<file path="config.mk">
export PLATFORM = sky130hd
export DESIGN_NAME = instr_fetch
export DESIGN_NICKNAME = d
export VERILOG_FILES = /design/src/rtl/instr_fetch.sv
export SDC_FILE = /design/constraint.sdc
export NUM_CORES = 1
export LEC_CHECK = 0
export ABC_AREA = 0
export BUFFER_PORTS_ARGS = -buffer_cell sky130_fd_sc_hd__buf_2
export CORE_MARGIN = 5
export CORE_UTILIZATION = 40
export DETAILED_ROUTE_END_ITERATION = 10
export PLACE_DENSITY = 0.81
export SLEW_MARGIN = 5
export SYNTH_ARGS = -nofsm -noshare
export SYNTH_HDL_FRONTEND = slang
export SYNTH_SLANG_ARGS = --single-unit
</file>
<file path="constraint.sdc">
create_clock -name clk -period 1.91 [get_ports clk]
set_input_delay 0.0955 -clock clk [delete_from_list [all_inputs] [get_ports clk]]
set_output_delay 0.0955 -clock clk [all_outputs]
set_load 0.02 [all_outputs]
</file>
<file path="src/rtl/instr_fetch.sv">
// Instruction fetch stage: owns the PC, registers one fetched instruction toward
// decode with a valid/ready handshake, and streams new programs into imem in LOAD.
module instr_fetch #(
  parameter int ADDR_W    = 16,
  parameter int DATA_W    = 32,
  parameter int MEM_DEPTH = 256,
  parameter int RESET_PC  = 0
) (
  input  logic              clk,
  input  logic              reset,
  output logic [ADDR_W-1:0] imem_addr,
  input  logic [DATA_W-1:0] imem_rdata,
  output logic              imem_write,
  output logic [DATA_W-1:0] imem_wdata,
  output logic              out_valid,
  input  logic              out_ready,
  output logic [DATA_W-1:0] out_instr,
  output logic [ADDR_W-1:0] out_pc,
  input  logic              redirect_valid,
  input  logic [ADDR_W-1:0] redirect_pc,
  input  logic              load_start,
  input  logic              load_valid,
  input  logic [DATA_W-1:0] load_data,
  output logic              load_ready,
  input  logic              load_done,
  output logic [ADDR_W-1:0] load_count
);

  localparam logic [ADDR_W-1:0] LAST_ADDR = ADDR_W'(MEM_DEPTH - 1);
  localparam logic [ADDR_W-1:0] DEPTH     = ADDR_W'(MEM_DEPTH);
  localparam logic [ADDR_W-1:0] RST_PC    = ADDR_W'(RESET_PC);

  typedef enum logic {
    S_RUN  = 1'b0,
    S_LOAD = 1'b1
  } state_t;

  state_t            state_q;
  logic [ADDR_W-1:0] pc_q;
  logic [ADDR_W-1:0] load_addr_q;
  logic [ADDR_W-1:0] load_count_q;
  logic [ADDR_W-1:0] out_pc_q;
  logic [DATA_W-1:0] out_instr_q;
  logic              out_valid_q;

  logic [ADDR_W-1:0] pc_d;
  logic [ADDR_W-1:0] load_addr_d;
  logic              load_last_d;

  // Wrap explicitly at MEM_DEPTH-1 so non-power-of-two depths also work.
  assign pc_d        = (pc_q == LAST_ADDR) ? '0 : pc_q + ADDR_W'(1);
  assign load_addr_d = (load_addr_q == LAST_ADDR) ? '0 : load_addr_q + ADDR_W'(1);
  assign load_last_d = load_valid && (load_addr_q == LAST_ADDR);

  always_ff @(posedge clk) begin
    if (reset) begin
      state_q      <= S_RUN;
      pc_q         <= RST_PC;
      load_addr_q  <= '0;
      load_count_q <= '0;
      out_pc_q     <= '0;
      out_instr_q  <= '0;
      out_valid_q  <= 1'b0;
    end else begin
      case (state_q)
        S_RUN: begin
          if (load_start) begin
            state_q      <= S_LOAD;
            out_valid_q  <= 1'b0;
            load_addr_q  <= '0;
            load_count_q <= '0;
          end else if (redirect_valid) begin
            pc_q        <= redirect_pc % DEPTH;
            out_valid_q <= 1'b0;
          end else if (!out_valid_q || out_ready) begin
            out_instr_q <= imem_rdata;
            out_pc_q    <= pc_q;
            out_valid_q <= 1'b1;
            pc_q        <= pc_d;
          end
        end
        S_LOAD: begin
          if (load_valid) begin
            load_addr_q <= load_addr_d;
            if (load_count_q != DEPTH) load_count_q <= load_count_q + ADDR_W'(1);
          end
          // A write landing on the last word ends the load just like load_done.
          if (load_done || load_last_d) begin
            state_q <= S_RUN;
            pc_q    <= RST_PC;
          end
        end
      endcase
    end
  end

  assign imem_addr  = (state_q == S_LOAD) ? load_addr_q : pc_q;
  assign imem_write = (state_q == S_LOAD) && load_valid && !reset;
  assign imem_wdata = (state_q == S_LOAD) ? load_data : '0;
  assign load_ready = (state_q == S_LOAD);
  assign load_count = load_count_q;
  assign out_valid  = out_valid_q;
  assign out_instr  = out_instr_q;
  assign out_pc     = out_pc_q;

endmodule
</file>
==> qor.yml, run 1 <==
synth.net_count: 714
fin_crit_sh: 1.01
grt_pass1_wl_um: 24900
hold_viol: 0
antenna_found_initial: 0
max_freq_mhz: 520
die-height_um: 120
io_pins: 202
post_drt_wl_per_cell_um: 15.1
hp-start: "redirect_pc[1]"
multi_input_area_sq_mm: 0.00278
worstPathCellList: "or4_4 > o41ai_4 > nand2_2 > or4_1 > o31ai_1"
syn_avg_cell_area_sq_um: 7.72
drv_slew: 0
synth.distinct_cells: 52
worstPathRequired_ns: 2.17
worstMarginPinSlew_ns: 0.611
ys_warn_count: 0
grt_max_degree: 49
drc: 0
grtUsageTotal: 0.210
drtIter0Drc: 413
gp_congestion: 0.902
cellPowerDensity_mw_per_mm2: 661
critPathKind: "flip-flop to flip-flop"
holdWs_ns: 0.0895
totalPowerFinal_mw: 4.67
yosysMostFrequentCell: "nand2_1"
cp-start-kind: "flip-flop"
wl_um: 15700
ys_seq_area_frac: 0.408
area_growth_pct: 47.0
coreArea_sq_mm: 0.0119
timing.final.ws_setup_ns: -0.0128
synth-main-ff-cell: "dfxtp_1"
seq_area_sq_mm: 0.00196
synth_edf_count: 0
drive_gt1_frac: 0.365
crit_path_end_kind: "flip-flop"
synthTopCellsByCount: "nand2_1 (127), dfxtp_1 (98), a21oi_1 (86)"
antenna_left: 0
critPathLaunch: "load_addr_q[11]"
cts_sinks: 98
status: "complete, but fails checks"
die_x_um: 120
place_inst: 982
portBuffers: 193
cts_tree: "yes"
fin_crit_ns: 1.92
max-vdd-ir-drop_mv: 0.781
ys_ff_latch: 98
die-area_sq_mm: 0.0143
grt_overflow_total: 0
synthArstFlopShare: 0
cts_buffer_depth: 2
cts-root-buf: "clkbuf_16"
cts_buffers: 9
critPathMaxFanout: 3
cp_slowest_cell: "or4_4"
first_pass_iters: 5
path_delay_family: "simple AND/OR/NAND/NOR gates"
grt_pass1_vias: 5196
slew_headroom: 0.593
route.vias.total: 5479
synthesis.area_sq_mm: 0.00481
rows: 40
cap_violations: 0
dp_slack_ns: -0.108
rr_startpoint: "load_addr_q[11]"
critPathBufInv: 0
synthTopCellsByArea: "dfxtp_1 (41%), nand2_1 (9.9%), a21oi_1 (8.9%)"
skew_ns: 0.00851
setup-violations-final: 1
clock_latency_ns: 0.35
dp_hpwl_um: 10800
synth.largest_area_cell: "dfxtp_1"
stdcell_area_sq_mm: 0.00707
viasPerCell: 5.30
power.leakage_nw: 3.08
start_util: 0.404
critPathMaxStageDelay_ns: 0.56
utilization: 0.594
finalSetupTns_ns: -0.0128
fillers: 1069
synth_top_area_frac: 0.408
hold_path_class: "primary input to flip-flop"
diodes: 0
violations: "negative setup slack"
worstPathArrival_ns: 2.18
final_cells: 1034
syn_inst: 623
clkSlewWorstSetupHoldPaths_ns: 0.07
rsz0062_at_grt: "yes"
cts_max_level: 3
finalNetCount: 973
dpl-instance-area_sq_mm: 0.00631
-- cells by family (layout without fill, tap and decap cells) --
group	count (synthesis)	in the layout	share of synthesized area
AOI/OAI and AO/OA	146	146	0.179
xor gates and xnor gates	8	8	0.0146
adders and majority gates	4	4	0.0104
buffers and inverters	51	315	0.0408
DFF	98	98	0.408
muxes	16	16	0.0372
and+or+nand+nor	300	300	0.310
-- report_power, final --
group | internal, mW | switching, mW | leakage (nW)
combinational | 0.323 | 0.437 | 2.14
clock | 0.945 | 0.836 | 0.146
sequential | 2.09 | 0.0390 | 0.795
-- final cells by class --
class / instances / area share
clock buffer: 10 / 0.0338
timing repair buffer: 292 / 0.258
clock inverter: 6 / 0.00778
sequential: 98 / 0.278
tap: 147 / 0.0260
multi-input combinational: 474 / 0.392
inverter: 7 / 0.00372
-- registers in the layout, indices dropped and copies added, names as in the netlist --
| name | cells |
|---|---|
| load_addr_q | 16 |
| load_ready | 1 |
| out_instr | 32 |
| out_valid | 1 |
| out_pc | 16 |
| load_count | 16 |
| pc_q | 16 |
-- worst min-delay path: stages --
cell and delay [ns]:
buf_2 0.09, a221oi_2 0.05, nor3_1 0.15
-- repair_timing --
item | 4_1_cts | 5_1_grt
pin swaps | 3 | 3
cloned | 0 | 1
setup endpoints to repair | 20 | 34
resized for setup | 6 | 27
hold buffers | 32 | 0
endpoints found under the hold margin | 32 | 0
buffers inserted | 1 | 2
-- layout by cell type, fill, tap and decap left out, types with 4 or more instances in the layout --
master / count
a211oi_1: 5
a21oi_1: 81
a21oi_2: 5
a311oi_1: 6
and2_1: 33
and3_1: 4
buf_2: 194
buf_4: 62
clkbuf_16: 9
dfxtp_1: 96
dlygate4sd3_1: 32
ha_1: 4
inv_1: 7
mux2_2: 15
nand2_1: 126
nand2b_1: 11
nand3_1: 22
nand4_1: 10
nand4b_1: 4
nor2_1: 31
nor2b_1: 5
nor3_1: 13
nor4_1: 7
o21ai_0: 15
o21ai_1: 4
o22ai_1: 5
or3_1: 8
xor2_1: 6
-- routing by layer --
layer,part of all wire,global-route usage
met1,0.42,0.259
met3,0.069,0.0551
met2,0.49,0.356
met5,0,0
met4,0.024,0.0659
-- final timing paths --
check | endpoint | slack, ns | cells past startpoint
min | pc_q[1] | 0.09 | 3
min reg2reg | out_pc[9] | 0.45 | 2
max | pc_q[7] | -0.01 | 5
max reg2reg | pc_q[7] | -0.01 | 5
No activity file was read; power rests on OpenSTA's default activity.
==> run 2, diff against run 1 <==
--- a/config.mk
+++ b/config.mk
@@ -10,7 +10,7 @@
 export CORE_MARGIN = 5
 export CORE_UTILIZATION = 40
 export DETAILED_ROUTE_END_ITERATION = 10
-export PLACE_DENSITY = 0.81
+export PLACE_DENSITY = 0.79
 export SLEW_MARGIN = 5
 export SYNTH_ARGS = -nofsm -noshare
 export SYNTH_HDL_FRONTEND = slang
==> constraint.sdc (replaced) <==
create_clock -name clk -period 1.9 [get_ports clk]
set_input_delay 0.095 -clock clk [delete_from_list [all_inputs] [get_ports clk]]
set_output_delay 0.095 -clock clk [all_outputs]
set_load 0.02 [all_outputs]
==> run 2 against run 1 <==
  * The flow still finishes with violations (negative setup slack)
  * First-iteration DRC count grew 13%
  * Clock-buffer cell count unchanged
  * Worst hold slack worse by 0.0063 ns
  * Die area unchanged
  * Highest routed layer unchanged
==> qor.yml, run 2 (same netlist as run 1, synthesis figures left out) <==
worstMarginPinSlew_ns: 0.694
hold_end: "pc_q[1]"
antenna_found_initial: 0
die_x_um: 120
critPathKind: "flip-flop to flip-flop"
antenna_left: 0
fin_crit_ns: 1.99
comb_power_share: 0.165
grt_overflow_total: 0
cp-start-kind: "flip-flop"
max-vdd-ir-drop_mv: 0.433
p_int_mw: 3.38
pwr-share-clk: 0.381
worstPathCellList: "or4_4 > o41ai_4 > nand2_2 > or4_1 > o31ai_1"
cts_sinks: 98
cts-root-buf: "clkbuf_16"
final_cell_mix: "buf_2 (193), nand2_1 (126), dfxtp_1 (97)"
max_freq_mhz: 502
cts_tree: "yes"
worstPathArrival_ns: 2.26
route.vias.total: 5532
power.switching_mw: 1.34
post_drt_wl_per_cell_um: 15.3
cp_slowest_cell: "or4_4"
p_seq_frac: 0.454
rsz0062_at_grt: "yes"
drv_slew: 0
first_pass_iters: 7
gp_congestion: 0.867
start_util: 0.404
setup-violations-final: 22
clock_latency_ns: 0.35
grt_pass1_wl_um: 25100
die-area_sq_mm: 0.0143
clkSlewWorstSetupHoldPaths_ns: 0.07
place_inst: 982
critPathBufInv: 0
hp-start: "redirect_pc[1]"
coreArea_sq_mm: 0.0119
cts_buffer_depth: 2
skew_ns: 0.00622
critPathMaxStageDelay_ns: 0.56
utilization: 0.598
portBuffers: 193
drive_gt1_frac: 0.364
area_growth_pct: 48.0
r2r-end: "pc_q[7]"
final_cells: 1037
finalNetCount: 975
path_delay_family: "simple AND/OR/NAND/NOR gates"
cellPowerDensity_mw_per_mm2: 662
cts_buffers: 9
switching_share: 0.283
cap_violations: 0
viasPerCell: 5.33
largest_reg_flops: 32
reg2reg_depth: 5
die-height_um: 120
grt_pass1_vias: 5060
fin_crit_sh: 1.05
dp_hpwl_um: 10600
rr_startpoint: "load_addr_q[15]"
crit_path_end_kind: "flip-flop"
cts_max_level: 3
wl_um: 15800
drtIter0Drc: 467
power.leakage_nw: 3.10
totalPowerFinal_mw: 4.71
final_common_cell: "buf_2"
hold_path_class: "primary input to flip-flop"
io_pins: 202
hold_viol: 0
rows: 40
slew_headroom: 0.537
drc: 0
status: "complete, but fails checks"
grt_max_degree: 49
critPathMaxFanout: 3
hold_depth: 3
grtUsageTotal: 0.212
worstPathRequired_ns: 2.17
timing.final.ws_setup_ns: -0.0925
violations: "negative setup slack"
ff2ff_setup_slack_ns: -0.09
## run 2: final cells by class
cell class	count	area, sq um
Inverter	7	26.3
Timing Repair Buffer	293	1870
Fill cell	1061	4790
Antenna cell	1	2.50
Tap cell	147	184
Clock inverter	6	47.5
Clock buffer	10	239
Multi-Input combinational cell	475	2780
Sequential cell	98	1960
## run 2: how the worst max path moves through the flow
stage                                end  depth (start not counted)            start
final                            pc_q[7]                          5  load_addr_q[15]
after CTS                 load_addr_q[9]                          6  load_addr_q[15]
after global placement    load_addr_q[5]                          6   load_addr_q[0]
after floorplan                  pc_q[7]                          6   load_addr_q[8]
after detailed placement  load_addr_q[9]                          6   load_addr_q[0]
after global routing             pc_q[7]                          5  load_addr_q[15]
## run 2: worst register-to-register path, delay by kind of cell (launching register included)
kind	cells	cell delay [ns]
simple gates	3	1.13
flops	1	0.31
compound gates	2	0.46
## run 2: routing by layer
layer  vias up  GRT usage  wire length (um)  part of all wire
met5         -          0                 0                 0
met3        30     0.0528              1230             0.078
met1      2537      0.281              6750              0.43
met4         0     0.0802               369             0.023
li1       2716          -                 -                 -
met2       249      0.335              7460              0.47
## run 2: timing repair
item                                    CTS  global route
gates resized for setup                  15            26
endpoints found under the setup margin   20            34
endpoints found under the hold margin    32             0
hold buffers                             32             0
pin swaps                                 4             6
buffers inserted                          1             2
cloned                                    1             2
## run 2: power groups by stage
stage                     clock [mW]  combinational [mW]  sequential [mW]
after floorplan                    0               0.339             2.23
after global placement             0               0.669             2.19
after detailed placement           0               0.675             2.19
after CTS                       1.84               0.742             2.14
after global routing            1.93               0.847             2.15
final                           1.79               0.778             2.14
## run 2: per-stage QoR
stage	setup TNS (ns)	setup slack [ns]	cell area, sq um	hold slack, ns
after floorplan	0	0.00522	4810	0.231
after global placement	-0.549	-0.111	6310	0.335
after detailed placement	-1.53	-0.192	6310	0.339
after CTS	-0.0895	-0.0392	6980	0.0715
after global routing	-3.33	-0.185	7120	0.124
final	-0.899	-0.0925	7120	0.0832
==> run 3, diff against run 2 <==
--- a/config.mk
+++ b/config.mk
@@ -8,9 +8,9 @@
 export ABC_AREA = 0
 export BUFFER_PORTS_ARGS = -buffer_cell sky130_fd_sc_hd__buf_2
 export CORE_MARGIN = 5
-export CORE_UTILIZATION = 40
+export CORE_UTILIZATION = 45
 export DETAILED_ROUTE_END_ITERATION = 10
-export PLACE_DENSITY = 0.79
+export PLACE_DENSITY = 0.86
 export SLEW_MARGIN = 5
 export SYNTH_ARGS = -nofsm -noshare
 export SYNTH_HDL_FRONTEND = slang
==> run 3 against run 2 <==
  * The run still ends with negative setup slack left
  * Clock-buffer cell count fell by 1
  * Global-route usage rose by 2.2 points
  * Sequential power barely moved
  * Power fell by 12%
  * Worst hold slack got worse by 0.023 ns
  * First-iteration DRC count rose by 14%
  * Combinational power fell by 2%
==> qor.yml, run 3 (same netlist as run 1, synthesis figures left out) <==
status: "complete, but fails checks"
violations: "negative setup slack"
max-vdd-ir-drop_mv: 0.391
place_inst: 965
start_util: 0.464
area_growth_pct: 42.0
timing.final.ws_setup_ns: -0.0615
crit_path_end_kind: "flip-flop"
antenna_left: 0
skew_ns: 0.0229
io_pins: 202
cts_sinks: 98
power.leakage_nw: 2.98
setup-violations-final: 10
cts_buffer_depth: 2
cts-root-buf: "clkbuf_8"
grt_max_degree: 62
cts_max_level: 3
ff2ff_setup_slack_ns: -0.06
postCtsSetupBuffers: 0
critPathKind: "flip-flop to flip-flop"
first_pass_iters: 5
route.vias.total: 5576
cts_buffers: 9
viasPerCell: 5.50
cts_tree: "yes"
drtIter0Drc: 531
drv_slew: 0
stdcell_area_sq_mm: 0.00683
slew_headroom: 0.578
coreArea_sq_mm: 0.0104
gp_congestion: 0.873
clkSlewWorstSetupHoldPaths_ns: 0.11
final_common_cell: "buf_2"
worstMarginPinSlew_ns: 0.631
grt_pass1_vias: 5284
drive_gt1_frac: 0.344
finalNetCount: 964
post_drt_wl_per_cell_um: 15.7
worstPathArrival_ns: 2.25
hold_path_class: "primary input to flip-flop"
max_freq_mhz: 510
hold_viol: 0
cellPowerDensity_mw_per_mm2: 609
worstPathRequired_ns: 2.18
die-area_sq_mm: 0.0129
grtUsageTotal: 0.235
clock_latency_ns: 0.37
portBuffers: 193
drc: 0
die_x_um: 113
grt_pass1_wl_um: 25000
grt_overflow_total: 0
rows: 37
utilization: 0.659
die-height_um: 113
holdWs_ns: 0.0602
fin_crit_ns: 1.96
critPathMaxFanout: 2
dp_hpwl_um: 11000
cp-start-kind: "flip-flop"
cap_violations: 0
antenna_found_initial: 1
dpl-instance-area_sq_mm: 0.00624
dp_slack_ns: -0.162
final_cell_mix: "buf_2 (193), nand2_1 (126), dfxtp_1 (97)"
rsz0062_at_grt: "yes"
fin_crit_sh: 1.03
final_cells: 1014
largest_reg_flops: 32
fillers: 885
wl_um: 16000
[run 3: cell count changes in the layout (fill, tap and decap cells not counted), moves of 2 or more]
cell	change
a41oi_2	-2
o21ai_0	+4
buf_4	-7
clkbuf_16	-10
o21ai_1	-2
a41oi_1	+2
a21oi_1	+5
a21oi_2	-6
clkbuf_8	+8
[run 3: layer usage]
layer | GRT usage | vias up | wire length [um]
met2 | 0.404 | 299 | 7740
met3 | 0.0504 | 61 | 1350
li1 | - | 2693 | -
met1 | 0.283 | 2523 | 6220
met5 | 0 | - | 0
met4 | 0.0994 | 0 | 641
[run 3: area by class of cell]
cell class / count / area [sq um] / share of cell area
Tap cell: 136 / 170 / 0.0249
Multi-Input combinational cell: 474 / 2730 / 0.399
Antenna cell: 1 / 2.50 / 0.000366
Sequential cell: 98 / 1960 / 0.287
Clock buffer: 9 / 124 / 0.0181
Clock inverter: 6 / 50.0 / 0.00733
Timing Repair Buffer: 283 / 1770 / 0.259
Inverter: 7 / 26.3 / 0.00385
[run 3: timing repair]
action,in CTS,in global routing
pin swaps,0,10
gates resized for setup,2,26
hold endpoints to repair,32,0
cloned,0,1
endpoints found under the setup margin,16,45
hold buffers,32,0
[run 3: path summary, 6_finish.rpt]
check,start,to,cells after the start
setup / recovery,load_addr_q[8],pc_q[7],5
hold / removal,redirect_pc[4],pc_q[4],3
setup reg to reg,load_addr_q[8],pc_q[7],5
hold reg to reg,out_instr[31],out_instr[31],2
[run 3: critical path, cell delays in order (launching register included)]
cell     delay, ns
dfxtp_1       0.32
or4_4         0.57
o41ai_4       0.36
nand2_2       0.13
or4_1         0.42
o31ai_1       0.08
[run 3: power breakdown]
part | total, mW | internal (mW) | switching, mW | leakage [nW]
registers | 2.14 | 2.10 | 0.0349 | 0.794
clock network | 1.25 | 0.488 | 0.765 | 0.0880
logic | 0.766 | 0.322 | 0.444 | 2.10
total | 4.16 | 2.91 | 1.24 | 2.98
[run 3: stage by stage]
step	total power [mW]	setup TNS, ns
2_1_floorplan	2.57	0
3_3_place_gp	2.85	-0.542
3_5_place_dp	2.86	-0.961
4_1_cts	4.15	-0.0666
5_1_grt	4.34	-1.95
6_report	4.16	-0.200
